<file path="config.mk">
export PLATFORM = sky130hd
export DESIGN_NAME = axil_master
export DESIGN_NICKNAME = d
export VERILOG_FILES = /design/src/rtl/axil_master.sv
export SDC_FILE = /design/constraint.sdc
export NUM_CORES = 1
export LEC_CHECK = 0
export CORE_MARGIN = 5
export CORE_UTILIZATION = 35
export CTS_CLUSTER_SIZE = 12
export DETAILED_ROUTE_END_ITERATION = 10
export PLACE_DENSITY = 0.78
export SYNTH_ARGS = -nofsm -noshare
export SYNTH_HDL_FRONTEND = slang
export SYNTH_SLANG_ARGS = --single-unit
export TNS_END_PERCENT = 100
</file>
<file path="constraint.sdc">
create_clock -name i_clock -period 3 [get_ports i_clock]
set_input_delay 0.6 -clock i_clock [delete_from_list [all_inputs] [get_ports i_clock]]
set_output_delay 0.6 -clock i_clock [all_outputs]
set_load 0.005 [all_outputs]
</file>
<file path="src/rtl/axil_master.sv">
// rtl/axil_master.sv - AXI4-Lite master: single-word command port to AXI4-Lite, one transaction in flight.
// Optional sticky error flag enabled by defining AXIL_MASTER_ERR_STICKY_EN.
module axil_master #(
  parameter int          AWIDTH = 32,
  parameter int          DWIDTH = 32,
  parameter logic [2:0]  PROT   = 3'b000
) (
  input  logic                  i_clock,
  input  logic                  i_areset_n,
  // command port
  input  logic                  i_cmd_valid,
  output logic                  o_cmd_ready,
  input  logic                  i_cmd_write,
  input  logic [AWIDTH-1:0]     i_cmd_addr,
  input  logic [DWIDTH-1:0]     i_cmd_wdata,
  input  logic [DWIDTH/8-1:0]   i_cmd_wstrb,
  // response port
  output logic                  o_rsp_valid,
  input  logic                  i_rsp_ready,
  output logic                  o_rsp_write,
  output logic [DWIDTH-1:0]     o_rsp_rdata,
  output logic [1:0]            o_rsp_resp,
  output logic                  o_err,
  input  logic                  i_err_clear,
  // AW
  output logic [AWIDTH-1:0]     o_awaddr,
  output logic [2:0]            o_awprot,
  output logic                  o_awvalid,
  input  logic                  i_awready,
  // W
  output logic [DWIDTH-1:0]     o_wdata,
  output logic [DWIDTH/8-1:0]   o_wstrb,
  output logic                  o_wvalid,
  input  logic                  i_wready,
  // B
  input  logic [1:0]            i_bresp,
  input  logic                  i_bvalid,
  output logic                  o_bready,
  // AR
  output logic [AWIDTH-1:0]     o_araddr,
  output logic [2:0]            o_arprot,
  output logic                  o_arvalid,
  input  logic                  i_arready,
  // R
  input  logic [DWIDTH-1:0]     i_rdata,
  input  logic [1:0]            i_rresp,
  input  logic                  i_rvalid,
  output logic                  o_rready
);

  typedef enum logic [2:0] {
    IDLE         = 3'd0,
    WR_ADDR_DATA = 3'd1,
    WR_RESP      = 3'd2,
    RD_ADDR      = 3'd3,
    RD_DATA      = 3'd4,
    RESP         = 3'd5
  } state_e;

  state_e                state_q, state_d;
  logic                  cmd_ready_q, cmd_ready_d;
  logic                  awvalid_q, awvalid_d;
  logic                  wvalid_q, wvalid_d;
  logic                  arvalid_q, arvalid_d;
  logic                  bready_q, bready_d;
  logic                  rready_q, rready_d;
  logic [AWIDTH-1:0]     awaddr_q, awaddr_d;
  logic [AWIDTH-1:0]     araddr_q, araddr_d;
  logic [DWIDTH-1:0]     wdata_q, wdata_d;
  logic [DWIDTH/8-1:0]   wstrb_q, wstrb_d;
  logic                  rsp_valid_q, rsp_valid_d;
  logic                  rsp_write_q, rsp_write_d;
  logic [DWIDTH-1:0]     rsp_rdata_q, rsp_rdata_d;
  logic [1:0]            rsp_resp_q, rsp_resp_d;
  logic                  err_q, err_d;
  logic                  rsp_capture;
  logic                  aw_done;
  logic                  w_done;

  // A channel counts as done once its VALID has dropped or it handshakes now.
  assign aw_done = !awvalid_q || i_awready;
  assign w_done  = !wvalid_q  || i_wready;

  always_comb begin
    state_d     = state_q;
    cmd_ready_d = cmd_ready_q;
    awvalid_d   = awvalid_q;
    wvalid_d    = wvalid_q;
    arvalid_d   = arvalid_q;
    bready_d    = bready_q;
    rready_d    = rready_q;
    awaddr_d    = awaddr_q;
    araddr_d    = araddr_q;
    wdata_d     = wdata_q;
    wstrb_d     = wstrb_q;
    rsp_valid_d = rsp_valid_q;
    rsp_write_d = rsp_write_q;
    rsp_rdata_d = rsp_rdata_q;
    rsp_resp_d  = rsp_resp_q;
    rsp_capture = 1'b0;

    case (state_q)
      IDLE: begin
        if (cmd_ready_q && i_cmd_valid) begin
          cmd_ready_d = 1'b0;
          if (i_cmd_write) begin
            awaddr_d  = i_cmd_addr;
            wdata_d   = i_cmd_wdata;
            wstrb_d   = i_cmd_wstrb;
            awvalid_d = 1'b1;
            wvalid_d  = 1'b1;
            state_d   = WR_ADDR_DATA;
          end else begin
            araddr_d  = i_cmd_addr;
            arvalid_d = 1'b1;
            state_d   = RD_ADDR;
          end
        end else begin
          cmd_ready_d = 1'b1;
        end
      end
      WR_ADDR_DATA: begin
        if (awvalid_q && i_awready) awvalid_d = 1'b0;
        if (wvalid_q && i_wready)   wvalid_d  = 1'b0;
        if (aw_done && w_done) begin
          bready_d = 1'b1;
          state_d  = WR_RESP;
        end
      end
      WR_RESP: begin
        if (i_bvalid) begin
          rsp_capture = 1'b1;
          rsp_resp_d  = i_bresp;
          rsp_write_d = 1'b1;
          rsp_rdata_d = '0;
          rsp_valid_d = 1'b1;
          bready_d    = 1'b0;
          state_d     = RESP;
        end
      end
      RD_ADDR: begin
        if (i_arready) begin
          arvalid_d = 1'b0;
          rready_d  = 1'b1;
          state_d   = RD_DATA;
        end
      end
      RD_DATA: begin
        if (i_rvalid) begin
          rsp_capture = 1'b1;
          rsp_resp_d  = i_rresp;
          rsp_write_d = 1'b0;
          rsp_rdata_d = i_rdata;
          rsp_valid_d = 1'b1;
          rready_d    = 1'b0;
          state_d     = RESP;
        end
      end
      RESP: begin
        if (i_rsp_ready) begin
          rsp_valid_d = 1'b0;
          cmd_ready_d = 1'b1;
          state_d     = IDLE;
        end
      end
      default: begin
        state_d = IDLE;
      end
    endcase
  end

`ifdef AXIL_MASTER_ERR_STICKY_EN
  // Set is evaluated after clear so a simultaneous error capture wins.
  always_comb begin
    err_d = err_q;
    if (i_err_clear) err_d = 1'b0;
    if (rsp_capture && (rsp_resp_d != 2'b00)) err_d = 1'b1;
  end
`else
  logic unused_err_inputs;
  assign unused_err_inputs = i_err_clear ^ rsp_capture;

  always_comb begin
    err_d = 1'b0;
  end
`endif

  always_ff @(posedge i_clock) begin
    if (!i_areset_n) begin
      state_q     <= IDLE;
      cmd_ready_q <= 1'b0;
      awvalid_q   <= 1'b0;
      wvalid_q    <= 1'b0;
      arvalid_q   <= 1'b0;
      bready_q    <= 1'b0;
      rready_q    <= 1'b0;
      awaddr_q    <= '0;
      araddr_q    <= '0;
      wdata_q     <= '0;
      wstrb_q     <= '0;
      rsp_valid_q <= 1'b0;
      rsp_write_q <= 1'b0;
      rsp_rdata_q <= '0;
      rsp_resp_q  <= 2'b00;
      err_q       <= 1'b0;
    end else begin
      state_q     <= state_d;
      cmd_ready_q <= cmd_ready_d;
      awvalid_q   <= awvalid_d;
      wvalid_q    <= wvalid_d;
      arvalid_q   <= arvalid_d;
      bready_q    <= bready_d;
      rready_q    <= rready_d;
      awaddr_q    <= awaddr_d;
      araddr_q    <= araddr_d;
      wdata_q     <= wdata_d;
      wstrb_q     <= wstrb_d;
      rsp_valid_q <= rsp_valid_d;
      rsp_write_q <= rsp_write_d;
      rsp_rdata_q <= rsp_rdata_d;
      rsp_resp_q  <= rsp_resp_d;
      err_q       <= err_d;
    end
  end

  assign o_cmd_ready = cmd_ready_q;
  assign o_awvalid   = awvalid_q;
  assign o_wvalid    = wvalid_q;
  assign o_arvalid   = arvalid_q;
  assign o_bready    = bready_q;
  assign o_rready    = rready_q;
  assign o_awaddr    = awaddr_q;
  assign o_araddr    = araddr_q;
  assign o_wdata     = wdata_q;
  assign o_wstrb     = wstrb_q;
  assign o_rsp_valid = rsp_valid_q;
  assign o_rsp_write = rsp_write_q;
  assign o_rsp_rdata = rsp_rdata_q;
  assign o_rsp_resp  = rsp_resp_q;
  assign o_err       = err_q;
  assign o_awprot    = PROT;
  assign o_arprot    = PROT;

endmodule

</file>
==> results of run 1 <==
[synthesized netlist by cell type (all sizes together), types with 4 or more instances]
cell type / count
nand2: 170
dfxtp: 145
mux2i: 100
a21boi: 38
nand3: 34
buf: 33
nand4: 32
clkbuf: 31
o221a: 5
a21oi: 4
nand2b: 4
nor2b: 4
[sequential cells by signal, summed over array words and instances, names as in the netlist, 2 cells and up]
name,flops
o_wstrb,4
o_rsp_rdata,32
state_q,3
o_araddr,32
o_wdata,32
o_awaddr,32
o_rsp_resp,2
[area by class of cell]
cell class                      count  share of cell area
Sequential cell                   145               0.314
Inverter                            2            0.000813
Clock buffer                       19              0.0469
Clock inverter                     13              0.0225
Tap cell                          220              0.0298
Timing Repair Buffer              271               0.294
Multi-Input combinational cell    425               0.292
[per-layer routing]
layer	part of all wire	wire (µm)	global-route usage
met1	0.40	7010	0.205
met2	0.48	8390	0.284
met5	0	0	0
met3	0.10	1760	0.0774
met4	0.017	299	0.0546
[power groups by stage]
stage	Combinational, W	Sequential [W]	Clock [W]
CTS	0.00130	0.00223	0.00238
global route	0.00139	0.00225	0.00246
floorplan	0.000722	0.00223	0
global placement	0.00129	0.00226	0
finish	0.00129	0.00223	0.00233
detailed placement	0.00130	0.00227	0
[logic make-up (layout without fill, tap and decap cells)]
group	Yosys count	in the layout
buffers and inverters	66	305
flip-flops	145	145
AO/OA/AOI/OAI	61	61
multiplexers	101	101
other	1	7
AND/OR/NAND/NOR	256	256
[stage by stage]
step / setup slack (ns) / hold WS, ns / std cells / total power [W] / utilization
4_1_cts: 1.04 / 0.457 / 1095 / 0.00591 / 0.557
3_3_place_gp: 0.697 / 0.440 / 1063 / 0.00355 / 0.518
6_report: 1.08 / 0.455 / 1095 / 0.00585 / 0.557
3_5_place_dp: 0.655 / 0.446 / 1063 / 0.00357 / 0.518
5_1_grt: 0.926 / 0.475 / 1095 / 0.00611 / 0.557
2_1_floorplan: 1.42 / 0.451 / 636 / 0.00296 / -
[final timing paths]
check | end | slack [ns] | cells past startpoint
worst max-delay path | o_cmd_ready | 1.08 | 1
worst max register to register | o_wdata[12] | 1.12 | 4
worst min-delay path | o_wdata[29] | 0.45 | 2
worst min register to register | o_wdata[29] | 0.45 | 2
==> impl_metrics.toml, run 1 <==
[power]
seqPwrFrac = 0.381
combPwrFrac = 0.221
p_sw_frac = 0.273
p_switching_w = 0.00160
clock_power_share = 0.398
peakVddDrop_uv = 398
p_leak_nw = 3.25
p_int_w = 0.00425
powerDensity_nw_per_um2 = 633

[clock_tree]
cts_root_buf = "clkbuf_16"
cts_hold_buf = 0
cts_num_sinks = 145
h-tree-depth = 4
postCtsSetupBuffers = 0
post_cts_resized = 0
cts_tree = "yes"
cts_max_path_buffers = 2
clk_latency_ns = 0.41
numCtsBuffers = 17
clkTransAtPathRegs_ns = 0.06

[yosys]
synth_top_family_by_area = "simple AND/OR/NAND/NOR gates"
synth_mux_area_frac = 0.171
synthTopCellsByArea = "dfxtp_1 49%, mux2i_1 17%, nand2_1 11%"
synth_ff_type = "dfxtp_1"
avgSynthCellArea_um2 = 9.39
synthCells = 630
ys_seq_area_frac = 0.491
synth_xor_area_frac = 0
synth_edf_count = 0
yosys_register_bits = 145
synth_area_leader_cell = "dfxtp_1"
synth_area_um2 = 5920
synth_top_area_frac = 0.491
synth-compound-area-share = 0.0799
synth_warnings = 0
async_flop_share = 0
synth_fa_ha_area_frac = 0
synthSimpleGateAreaFrac = 0.197
ys_types = 39

[cells_and_area]
final_cell_mix = "254 x clkdlybuf4s50_1, 170 x nand2_1, 145 x dfxtp_1"
num-fill-cells = 1465
design_area_um2 = 9230
layout_commonest_cell = "clkdlybuf4s50_1"
diodes = 0
regArea_um2 = 2900
layout-drive-gt1-share = 0.0640
area_growth_pct = 56.1
multiInputGateArea_um2 = 2700
final_net_count = 977

[critical_path]
arrival_ns = 1.32
crit_fanout = 4
endpoint_kind = "primary output"
critPathSlowestCell = "clkdlybuf4s50_1"
path_delay_family = "buffers and inverters"
crit_buf_inv = 1
crit_chain = "clkdlybuf4s50_1"
criticalPathCategory = "reg2out"
slowest_delay_ns = 0.53
r2r-start = "state_q[0]"
crit_path_start_kind = "register"
crit_required_ns = 2.40
crit_path_start = "o_cmd_ready"

[hold_path]
worstHoldPathType = "reg2reg"
min_from = "o_wdata[29]"

[timing]
clock_skew_ns = 0.00712
clock.fmax_mhz = 520
finalHoldViolCount = 0
timing.slew.headroom = 0.599
grt_setup_unrepaired = "false"
period_share = 0.641
slew_violations = 0
setup_viol = 0
tightest_slew_ns = 0.601
fin_crit_ns = 1.92
setup_tns_ns = 0

[place]
globalplace.congestion = 0.782
hpwl_um = 12400
postPlaceCellArea_um2 = 8590
portBuffers = 255

[floorplanning]
coreArea_um2 = 16600
start_util = 0.357
dieWidth_um = 140
die_h_um = 140
row_count = 47
pin_count = 264
die_area_um2 = 19600

[run]
cap_violations = 0

[global_route]
grt_pass1_wl_um = 27900
overflow = 0
grt_pass1_vias = 5233
grt_antenna_before_repair = 0
grt_max_degree = 75
gr-usage-all-layers = 0.174

[drt]
post_drt_wl_per_cell_um = 15.9
firstDrtPassIters = 4
viasPerCell = 4.83
drc = 0
drt-total-wl_um = 17500
drtIter0Drc = 213
ant_nets = 0
vias = 5288

[status]
status = "finished clean"
No activity file was read; power rests on OpenSTA's default activity.
==> run 2: changes to the inputs <==
==> constraint.sdc (replaced) <==
create_clock -name i_clock -period 1.9 [get_ports i_clock]
set_input_delay 0.38 -clock i_clock [delete_from_list [all_inputs] [get_ports i_clock]]
set_output_delay 0.38 -clock i_clock [all_outputs]
set_load 0.005 [all_outputs]
==> run 2 against run 1 <==
Net effect:
- cell area grew 2.1%
- non-clock buffer count grew 21
- clock power grew 40%
- critical path type unchanged
- largest power group is now registers
- highest routed layer unchanged
==> impl_metrics.toml, run 2 (same netlist as run 1, synthesis figures left out) <==
[global_route]
grt-busiest-layer = "met2"
gr-usage-met1 = 0.203
grt_pass1_vias = 5357
grt_max_degree = 54
overflow = 0
grtUsageMet2 = 0.287
grt_antenna_before_repair = 0
grt_pass1_wl_um = 28100
gr-usage-all-layers = 0.175
met3_usage = 0.0883

[critical_path]
critPathSlowestCell = "clkdlybuf4s50_1"
slowest_delay_ns = 0.53
crit_chain = "clkdlybuf4s50_1"
path_delay_family = "buffers and inverters"
crit_required_ns = 1.52
endpoint_kind = "primary output"
crit_fanout = 4
criticalPathCategory = "reg2out"
crit_buf_inv = 1
crit_path_start_kind = "register"
arrival_ns = 1.32

[drt]
firstDrtPassIters = 6
vias = 5399
post_drt_wl_per_cell_um = 15.9
drc = 0
ant_nets = 0
drt-total-wl_um = 17700
viasPerCell = 4.84
drtIter0Drc = 251

[clock_tree]
h-tree-depth = 4
clkTransAtPathRegs_ns = 0.06
cts_hold_buf = 0
cts_max_path_buffers = 2
numCtsBuffers = 17
postCtsSetupBuffers = 0
cts_num_sinks = 145
post_cts_resized = 0
clk_latency_ns = 0.41
cts_root_buf = "clkbuf_16"
cts_tree = "yes"

[cells_and_area]
fin_util = 0.569
diodes = 0
layout-drive-gt1-share = 0.0882
num-fill-cells = 1445
final_cell_mix = "254 x clkdlybuf4s50_1, 170 x nand2_1, 145 x dfxtp_1"
layout_commonest_cell = "clkdlybuf4s50_1"
final_net_count = 998
area_growth_pct = 59.4

[floorplanning]
pin_count = 264
die_area_um2 = 19600
dieWidth_um = 140
coreArea_um2 = 16600
start_util = 0.357
row_count = 47
die_h_um = 140

[run]
cap_violations = 0

[timing]
clock_skew_ns = 0.0132
slew_violations = 0
clock.fmax_mhz = 587
grt_setup_unrepaired = "false"
fin_crit_ns = 1.70
period_share = 0.897
setup_viol = 0
finalHoldViolCount = 0
fin_ws_ns = 0.197

[place]
globalplace.congestion = 0.767
hpwl_um = 12800
place_ws_ns = -0.0873
portBuffers = 255

[power]
p_leak_nw = 3.35
peakVddDrop_uv = 720
powerDensity_nw_per_um2 = 960

[status]
status = "finished clean"

[hold_path]
worstHoldPathType = "in2reg"
-- run 2: cell type report --
type | instances | area (µm²) | area share
Timing Repair Buffer | 292 | 2970 | 0.315
Clock inverter | 13 | 128 | 0.0135
Inverter | 2 | 7.51 | 0.000796
Tap cell | 220 | 275 | 0.0292
Clock buffer | 19 | 453 | 0.0480
Sequential cell | 145 | 2900 | 0.308
Multi-Input combinational cell | 425 | 2700 | 0.286
-- run 2: metrics by stage --
| stage | total power [W] | area (µm²) | cells | TNS (ns) | hold WS [ns] |
|---|---|---|---|---|---|
| 2_1_floorplan | 0.00467 | 5940 | 636 | 0 | 0.451 |
| 3_3_place_gp | 0.00583 | 8850 | 1084 | -1.84 | 0.441 |
| 3_5_place_dp | 0.00585 | 8850 | 1084 | -2.96 | 0.446 |
| 4_1_cts | 0.00916 | 9430 | 1116 | 0 | 0.346 |
| 5_1_grt | 0.00948 | 9430 | 1116 | 0 | 0.358 |
| 6_report | 0.00906 | 9430 | 1116 | 0 | 0.360 |
-- run 2: routing by layer --
metal,wire length [µm],vias to the layer above,part of all wire
li1,-,2656,-
met1,7280,2523,0.41
met4,301,0,0.017
met3,1810,24,0.10
met5,0,-,0
met2,8300,196,0.47
-- run 2: final timing paths --
kind | from | end | slack (ns) | cells after the start
max | o_cmd_ready | o_cmd_ready | 0.20 | 1
max reg2reg | state_q[2] | o_rsp_rdata[2] | 0.23 | 5
min | i_areset_n | o_rsp_rdata[10] | 0.36 | 2
min reg2reg | o_araddr[4] | o_araddr[4] | 0.46 | 2
-- run 2: power breakdown --
part / total [W] / leakage [nW] / internal [W] / switching, W
clock: 0.00327 / 0.277 / 0.00189 / 0.00138
combinational: 0.00233 / 1.90 / 0.00124 / 0.00110
sequential: 0.00345 / 1.17 / 0.00330 / 0.000147
